**src/rtl/alu_pkg.sv**
```systemverilog
// Shared opcode constants, FSM state type and command layout for the ALU issuer.
package alu_pkg;

    localparam logic [2:0] OP_ADD   = 3'd0;
    localparam logic [2:0] OP_SUB   = 3'd1;
    localparam logic [2:0] OP_MUL   = 3'd2;
    localparam logic [2:0] OP_DIV   = 3'd3;
    localparam logic [2:0] OP_SHL_A = 3'd4;
    localparam logic [2:0] OP_SHR_A = 3'd5;
    localparam logic [2:0] OP_SHL_B = 3'd6;
    localparam logic [2:0] OP_SHR_B = 3'd7;

    localparam logic [7:0] DIV_ZERO_RESULT = 8'hFF;

    // Queue entry is {op, a, b}
    localparam int CMD_W = 11;

    typedef enum logic [1:0] {
        ST_IDLE  = 2'd0,
        ST_DRIVE = 2'd1,
        ST_RESP  = 2'd2
    } state_e;

    function automatic logic [CMD_W-1:0] pack_cmd(input logic [2:0] op,
                                                  input logic [3:0] a,
                                                  input logic [3:0] b);
        return {op, a, b};
    endfunction

endpackage

```
**src/rtl/alu_cmd_fifo.sv**
```systemverilog
// Command queue: power-of-two ring buffer with a registered write-ready flag.
module alu_cmd_fifo #(
    parameter int DEPTH = 4,
    parameter int WIDTH = 11
) (
    input  logic             clk,
    input  logic             rst_n,
    input  logic             push,
    input  logic [WIDTH-1:0] wdata,
    input  logic             pop,
    output logic [WIDTH-1:0] rdata,
    output logic             full,
    output logic             empty,
    output logic             ready
);
    localparam int AW = $clog2(DEPTH);
    localparam int CW = AW + 1;

    logic [WIDTH-1:0] mem_q [DEPTH];
    logic [AW-1:0]    wr_ptr_q, wr_ptr_d;
    logic [AW-1:0]    rd_ptr_q, rd_ptr_d;
    logic [CW-1:0]    count_q, count_d;
    logic             ready_q, ready_d;
    logic             do_push, do_pop;

    assign full    = (count_q == CW'(DEPTH));
    assign empty   = (count_q == '0);
    assign do_push = push && !full;
    assign do_pop  = pop && !empty;
    assign rdata   = mem_q[rd_ptr_q];
    assign ready   = ready_q;

    // Pointer/occupancy update; ready is precomputed so it is a pure flop output
    // and stays low while reset is held.
    always_comb begin
        wr_ptr_d = wr_ptr_q + (do_push ? AW'(1) : AW'(0));
        rd_ptr_d = rd_ptr_q + (do_pop  ? AW'(1) : AW'(0));
        count_d  = count_q + CW'(do_push) - CW'(do_pop);
        ready_d  = (count_d != CW'(DEPTH));
    end

    // Control state registers
    always_ff @(posedge clk or negedge rst_n) begin
        if (!rst_n) begin
            wr_ptr_q <= '0;
            rd_ptr_q <= '0;
            count_q  <= '0;
            ready_q  <= 1'b0;
        end else begin
            wr_ptr_q <= wr_ptr_d;
            rd_ptr_q <= rd_ptr_d;
            count_q  <= count_d;
            ready_q  <= ready_d;
        end
    end

    // Storage write; contents are don't-care until occupancy says otherwise
    always_ff @(posedge clk) begin
        if (do_push) mem_q[wr_ptr_q] <= wdata;
    end

endmodule

```
**src/rtl/alu_issuer.sv**
```systemverilog
// Queues ALU commands and issues them one at a time to an external combinational ALU.
//
//   state    | meaning
//   ---------+---------------------------------------------------------
//   ST_IDLE  | nothing in flight; pop head as soon as the queue has one
//   ST_DRIVE | issue registers drive the ALU; capture result this edge
//   ST_RESP  | result held on res_*; wait for res_ready
module alu_issuer
    import alu_pkg::*;
#(
    parameter int DEPTH = 4
) (
    input  logic       clk,
    input  logic       rst_n,
    input  logic       cmd_valid,
    output logic       cmd_ready,
    input  logic [3:0] cmd_a,
    input  logic [3:0] cmd_b,
    input  logic [2:0] cmd_op,
    output logic [3:0] alu_a,
    output logic [3:0] alu_b,
    output logic [2:0] alu_op,
    input  logic [7:0] alu_result,
    output logic       res_valid,
    input  logic       res_ready,
    output logic [7:0] res_data,
    output logic [2:0] res_op,
    output logic       res_err,
    output logic       busy
);
    state_e           state_q, state_d;
    logic [3:0]       alu_a_q, alu_a_d;
    logic [3:0]       alu_b_q, alu_b_d;
    logic [2:0]       alu_op_q, alu_op_d;
    logic [7:0]       res_data_q, res_data_d;
    logic [2:0]       res_op_q, res_op_d;
    logic             res_err_q, res_err_d;
    logic             fifo_pop, fifo_full, fifo_empty, fifo_ready;
    logic [CMD_W-1:0] fifo_rdata;

    alu_cmd_fifo #(
        .DEPTH (DEPTH),
        .WIDTH (CMD_W)
    ) u_fifo (
        .clk   (clk),
        .rst_n (rst_n),
        .push  (cmd_valid && fifo_ready),
        .wdata (pack_cmd(cmd_op, cmd_a, cmd_b)),
        .pop   (fifo_pop),
        .rdata (fifo_rdata),
        .full  (fifo_full),
        .empty (fifo_empty),
        .ready (fifo_ready)
    );

    assign cmd_ready = fifo_ready;
    assign alu_a     = alu_a_q;
    assign alu_b     = alu_b_q;
    assign alu_op    = alu_op_q;
    assign res_valid = (state_q == ST_RESP);
    assign res_data  = res_data_q;
    assign res_op    = res_op_q;
    assign res_err   = res_err_q;
    assign busy      = !fifo_empty || (state_q != ST_IDLE);

    // Next state, queue pop, issue-register load and result capture
    always_comb begin
        state_d    = state_q;
        fifo_pop   = 1'b0;
        alu_a_d    = alu_a_q;
        alu_b_d    = alu_b_q;
        alu_op_d   = alu_op_q;
        res_data_d = res_data_q;
        res_op_d   = res_op_q;
        res_err_d  = res_err_q;
        case (state_q)
            ST_IDLE: begin
                if (!fifo_empty) begin
                    fifo_pop                    = 1'b1;
                    {alu_op_d, alu_a_d, alu_b_d} = fifo_rdata;
                    state_d                     = ST_DRIVE;
                end
            end
            ST_DRIVE: begin
                res_op_d = alu_op_q;
                if (alu_op_q == OP_DIV && alu_b_q == 4'd0) begin
                    res_data_d = DIV_ZERO_RESULT;
                    res_err_d  = 1'b1;
                end else begin
                    res_data_d = alu_result;
                    res_err_d  = 1'b0;
                end
                state_d = ST_RESP;
            end
            ST_RESP: begin
                if (res_ready) begin
                    if (!fifo_empty) begin
                        // Back-to-back issue without passing through IDLE
                        fifo_pop                    = 1'b1;
                        {alu_op_d, alu_a_d, alu_b_d} = fifo_rdata;
                        state_d                     = ST_DRIVE;
                    end else begin
                        state_d = ST_IDLE;
                    end
                end
            end
            default: state_d = ST_IDLE;
        endcase
    end

    // State, issue and result registers
    always_ff @(posedge clk or negedge rst_n) begin
        if (!rst_n) begin
            state_q    <= ST_IDLE;
            alu_a_q    <= '0;
            alu_b_q    <= '0;
            alu_op_q   <= '0;
            res_data_q <= '0;
            res_op_q   <= '0;
            res_err_q  <= 1'b0;
        end else begin
            state_q    <= state_d;
            alu_a_q    <= alu_a_d;
            alu_b_q    <= alu_b_d;
            alu_op_q   <= alu_op_d;
            res_data_q <= res_data_d;
            res_op_q   <= res_op_d;
            res_err_q  <= res_err_d;
        end
    end

    // fifo_full is implied by cmd_ready; kept for readability of the queue interface
    logic unused_full;
    assign unused_full = fifo_full;

endmodule

```
**config.mk**
```make
export PLATFORM = sky130hd
export DESIGN_NAME = alu_issuer
export DESIGN_NICKNAME = d
export VERILOG_FILES = /design/src/rtl/alu_pkg.sv /design/src/rtl/alu_cmd_fifo.sv /design/src/rtl/alu_issuer.sv
export SDC_FILE = /design/constraint.sdc
export NUM_CORES = 1
export LEC_CHECK = 0
export CAP_MARGIN = 20
export CORE_UTILIZATION = 23
export DETAILED_ROUTE_END_ITERATION = 7
export DONT_BUFFER_PORTS = 1
export GPL_TIMING_DRIVEN = 0
export PLACE_DENSITY = 0.44
export SLEW_MARGIN = 20
export SYNTH_ARGS = -nofsm -noshare
export SYNTH_HDL_FRONTEND = slang
export SYNTH_HIERARCHICAL = 1
export SYNTH_SLANG_ARGS = --single-unit
```
**constraint.sdc**
```tcl
create_clock -name clk -period 3.9 [get_ports clk]
set_input_delay 0.78 -clock clk [delete_from_list [all_inputs] [get_ports clk]]
set_output_delay 0.78 -clock clk [all_outputs]
set_load 0.03 [all_outputs]
```
Yosys cells after proc, flatten, opt, wreduce, memory -nomap -nowiden
Memory sizes are Yosys's and may differ from the RTL's.
Cells that the tools add are included.
{"block": "op_classes", "muxes": 22, "reduce_logical": 14, "eq_ne": 7, "n_addsub": 4}
{"op": "two-way mux 4 bit", "count": 4}
{"op": "case mux 4 bit (2 select lines)", "count": 2}
{"op": "two-way mux 1 bit", "count": 8}
{"op": "two-way mux 8 bit", "count": 1}
{"op": "two-way mux 3 bit", "count": 2}
{"op": "case mux 2 bit (3 select lines)", "count": 1}
{"op": "case mux 3 bit (2 select lines)", "count": 1}
{"op": "adder 2 bit", "count": 2}
{"op": "logical AND 1 bit", "count": 4}
{"op": "logical NOT 4 bit", "count": 1}
{"op": "two-way mux 2 bit", "count": 2}
{"op": "AND reduction 2 bit", "count": 2}
{"op": "nonzero test 2 bit", "count": 2}
{"op": "adder 3 x 1 -> 3 bit", "count": 1}
{"op": "equality test 3 x 2 -> 1 bit, second input constant", "count": 1}
{"op": "equality test 3 bit, second input constant", "count": 1}
{"op": "logical NOT 3 bit", "count": 1}
{"op": "!= test 3 bit, second input constant", "count": 1}
{"op": "subtractor 3 x 1 -> 3 bit", "count": 1}
{"op": "equality test 2 x 1 -> 1 bit, second input constant", "count": 1}
{"op": "equality test 2 bit, second input constant", "count": 1}
{"op": "logical NOT 1 bit", "count": 2}
{"op": "logical NOT 2 bit", "count": 1}
{"op": "!= test 2 x 1 -> 1 bit, second input constant", "count": 1}
{"op": "other kinds (3)", "count": 3}
{"block": "totals", "elab_cells": 59, "memories": 1, "output_inout_bits": 26, "ramBits": 44, "reg_bits": 33}
{"memory": "u_fifo.mem_q", "depth": 4, "width": 11, "rd": 1, "rd_ports_with_merged_regs": 0, "wr": 1, "line": "alu_cmd_fifo.sv:19", "source": "logic [WIDTH-1:0] mem_q [DEPTH];"}

Longest topological paths before layout
{"block": "depth", "ltp_word": 7, "depth_mapped": 10, "ltp_nobuf": 8}

By module
Netlist, hierarchy kept.
{"mod": "alu_cmd_fifo", "area_per_inst_um2": 2042.0, "cells_per_inst": 92, "instances": 1, "seq_area_each_um2": 1521.5}
{"mod": "alu_issuer", "area_per_inst_um2": 1051.0, "cells_per_inst": 87, "instances": 1, "seq_area_each_um2": 625.6}

Least setup slack after synthesis
No wires, ideal clock.
{"block": "synth_path", "kind": "in2reg", "startpoint": "input cmd_valid", "endpoint": "memory u_fifo.mem_q[0][0] (enable)", "setup_time_ns": 0.412, "setup_slack_ns": 1.245, "t_arrival_ns": 2.243, "n_path_buf": 0, "cell_stages": 2, "cell_sequence": "and2_1 -> nor4b_1"}
{"block": "synth_via", "elab_chain_len": 4}
{"element": "start: declaration", "line": "alu_issuer.sv:15", "source": "input logic cmd_valid,"}
{"element": "logical AND 1 bit", "line": "alu_issuer.sv:47", "source": ".push (cmd_valid && fifo_ready),"}
{"element": "logical AND 1 bit", "line": "alu_cmd_fifo.sv:28", "source": "assign do_push = push && !full;"}
{"element": "two-way mux 1 bit", "line": "alu_cmd_fifo.sv:59", "source": "if (do_push) mem_q[wr_ptr_q] <= wdata;"}
{"element": "two-way mux 1 bit (implied by the code)", "line": "alu_cmd_fifo.sv:59"}
{"element": "end: declaration", "line": "alu_cmd_fifo.sv:19"}
No other way between the ends.

Worst setup path in the final report
{"block": "layout_path", "startpoint": "register u_fifo.count_q[1]", "endpoint": "register u_fifo.ready_q, in the netlist u_fifo/ready"}
{"block": "layout_via", "elab_chain_len": 7}
{"element": "start: declaration", "line": "alu_cmd_fifo.sv:22", "source": "logic [CW-1:0] count_q, count_d;"}
{"element": "start signal: assignment", "line": "alu_cmd_fifo.sv:52", "source": "count_q <= count_d;"}
{"element": "logical NOT 3 bit *", "line": "alu_cmd_fifo.sv:27", "source": "assign empty = (count_q == '0);"}
{"element": "net fifo_empty", "line": "alu_issuer.sv:38", "source": "logic fifo_pop, fifo_full, fifo_empty, fifo_ready;"}
{"element": "two-way mux 1 bit *", "line": "alu_issuer.sv:78, alu_issuer.sv:97"}
{"element": "two-way mux 1 bit", "line": "alu_issuer.sv:96", "source": "if (res_ready) begin"}
{"element": "case mux 1 bit (2 select lines) *", "line": "alu_issuer.sv:76", "source": "case (state_q)"}
{"element": "net fifo_pop", "line": "alu_issuer.sv:38"}
{"element": "logical AND 1 bit *", "line": "alu_cmd_fifo.sv:29", "source": "assign do_pop = pop && !empty;"}
{"element": "subtractor 3 x 1 -> 3 bit *", "line": "alu_cmd_fifo.sv:38", "source": "count_d = count_q + CW'(do_push) - CW'(do_pop);"}
{"element": "net u_fifo.count_d[1]", "line": "alu_cmd_fifo.sv:22"}
{"element": "!= test 3 bit *", "line": "alu_cmd_fifo.sv:39", "source": "ready_d = (count_d != CW'(DEPTH));"}
{"element": "net u_fifo.ready_d", "line": "alu_cmd_fifo.sv:23", "source": "logic ready_q, ready_d;"}
{"element": "end signal: assignment", "line": "alu_cmd_fifo.sv:53", "source": "ready_q <= ready_d;"}
{"element": "end: declaration", "line": "alu_cmd_fifo.sv:23"}
The timed path passes the listed nets; every way through them passes the cells marked *.
A chain may end at the register's enable or synchronous reset.

==> impl_metrics.ini <==
[outcome]
status = finished, final reports clean

[sta]
fin_crit_ns = 2.67
fin_crit_sh_pct = 68.5
fin_ws_ns = 1.23
finalSetupViolCount = 0
rsz0062_at_grt = false
clock_skew_ns = 0.00478
slew-limit-headroom_pct = 55.0
final-hold-violation-count = 0
drv_slew = 0
fmax_mhz = 375
tightest_slew_ns = 0.674
final.setup.tns_ns = 0

[synth]
synth_seq_cells = 77
synth-main-ff-cell = edfxtp_1
ys_seq_area_share_pct = 69.4
synth_cell_types = 40
async_reset_ff_share_pct = 42.9
synth_area_leaders = edfxtp_1 43%, dfrtp_1 27%, mux4_2 5.8%
yosys.area.top_type = edfxtp_1
syn-num-nets = 205
synth_edf_count = 44
syn-cell-area_um2 = 3090
ys_warn_count = 6
synth.top_cell.area_share_pct = 42.7
syn_inst = 179
postSynthAreaPerCell_um2 = 17.3

[clocking]
cts.sinks = 77
insertion_delay_ns = 0.33
cts_tree = done
postCtsHoldBufs = 0
root_buffer = clkbuf_16
htreeDepth = 3
cts.clk_slew.worst_paths_ns = 0.05
cts_resized = 0
postCtsSetupBuffers = 0
cts_made_buffers = 9
clockBufferDepth = 2

[floorplan]
core_area_um2 = 13200
die_w_um = 118
initial_core_util_pct = 23.4
rows = 42
dieArea_um2 = 13900
io_pins = 49
die_y_um = 118

[grt]
grt_pass1_wl_um = 9380
antenna_found_initial = 0
overflow = 0
grt_max_degree = 34
grt_usage_pct = 9.32
grt_pass1_vias = 1655

[critical_path]
r2r-end = u_fifo/ready
worstReg2RegStart = u_fifo/count_q[1]
worstRegToRegCells = 9
crit_arrival_ns = 2.89
worstPathRequired_ns = 4.12
critPathMaxFanout = 15
end_kind = flip-flop
start_kind = flip-flop
worstSetupPathType = flip-flop to flip-flop
r2r_slack_ns = 1.23

[place]
post-place-ws_ns = 1.17
gp_congestion = 0.720
dp_hpwl_um = 4030
numPortBuffers = 0

[pwr]
power_frac_clock_pct = 23.3
peakVddDrop_mv = 0.203
switching_share_pct = 35.3
p_per_area_nw_per_um2 = 913
power_leakage_uw = 0.00137
power.internal_uw = 2160
comb_power_share_pct = 29.8
sequentialPowerShare_pct = 46.9
power.switching_uw = 1180

[detailed_routing]
firstDrtPassIters = 6
route.detailed.drc = 0
wirelength_um = 5780
drt_iter0_drc = 55
drtAntennaViolNets = 0
vias = 1520
routedWlPerCell_um = 15.4
vias_per_cell = 4.05

[final_layout]
finalNetCount = 220
layout.cells.most_common = edfxtp_1
syn_to_final_growth_pct = 18.4
drive_above_1_share_pct = 25.1
final_cell_mix = 44 x edfxtp_1, 33 x dfrtp_1, 21 x nor2_1
antennaDiodeCount = 0

[hold_path]
hold_class = primary input to async pin

[job]
drv_cap = 0
## worst max-delay path by stage
stage,from,endpoint,slack [ns],cells after the start
2_1_floorplan,cmd_valid,u_fifo/mem_q[0][0],1.24,2
3_3_place_gp,cmd_valid,u_fifo/mem_q[0][2],0.16,2
3_5_place_dp,res_ready,u_fifo/ready,1.17,9
4_1_cts,u_fifo/count_q[1],u_fifo/ready,1.21,9
5_1_grt,u_fifo/count_q[1],u_fifo/ready,0.95,9
6_report,u_fifo/count_q[1],u_fifo/ready,1.23,9
## Yosys cell counts, types with 2 or more instances
library cell	count
dfrtp_1	33
xnor2_1	2
nor3_1	2
mux2_2	2
ha_1	2
a21oi_1	8
nor2_1	21
mux4_1	3
nand2_1	12
buf_2	4
mux4_2	8
mux2_4	9
nor2b_1	2
edfxtp_1	44
nor4bb_1	2
## flip-flops by register name, summed over array words and instances, names as in the netlist
register,flops
u_fifo/mem_q,44
res_data,8
alu_a,4
alu_b,4
alu_op,3
res_op,3
u_fifo/count_q,3
state_q,2
u_fifo/rd_ptr_q,2
u_fifo/wr_ptr_q,2
res_err,1
u_fifo/ready,1
## per-stage QoR
stage	cells	hold slack [ns]	utilization, %	power [uW]	area (um^2)
floorplan	179	0.484	-	2330	3090
global placement	355	0.485	25.1	2540	3310
detailed placement	359	0.485	25.6	2620	3380
CTS	375	0.124	27.8	3410	3660
global route	375	0.117	27.8	3560	3660
finish	375	0.141	27.8	3350	3660
## logic make-up after synthesis
group | count (synthesis) | synth area share [%]
AOI/OAI and AO/OA | 16 | 3.68
DFF | 77 | 69.4
and+or+nand+nor | 47 | 7.93
xor gates and xnor gates | 4 | 1.58
adders and majority gates | 3 | 1.46
muxes | 23 | 13.8
buffers and inverters | 9 | 2.14
## metal layers
layer / vias up / global-route usage (%) / part of all wire [%]
met5: - / 0 / 0
met4: 0 / 3.85 / 1.9
met3: 10 / 5.38 / 9.6
met2: 54 / 14.6 / 47
met1: 756 / 10.3 / 41
li1: 700 / - / -
## power groups by stage
| stage | Combinational (uW) | Sequential (uW) | Clock (uW) |
|---|---|---|---|
| after floorplan | 813 | 1520 | 0 |
| after global placement | 959 | 1580 | 0 |
| after detailed placement | 1020 | 1600 | 0 |
| after CTS | 1030 | 1580 | 804 |
| after global routing | 1100 | 1610 | 841 |
| final | 997 | 1570 | 779 |
## critical path, stage by stage, from the launching register on
cell,delay [ns]
dfrtp_1,0.36
buf_4,0.16
nor3_1,0.53
a211oi_4,0.13
buf_12,0.20
a221oi_1,0.30
ha_1,0.22
fa_1,0.44
nor2_1,0.15
nand2_1,0.06
## area by class of cell
class                      count  area, um^2
buffer                         7        58.8
clock buffer                  15         279
clock inverter                 1        5.00
fill                        1330        9530
inverter                       2        7.51
multi-input combinational     93         916
sequential                    77        2150
tap                          176         220
timing repair buffer           4        28.8
No activity file was read; power rests on OpenSTA's default activity.
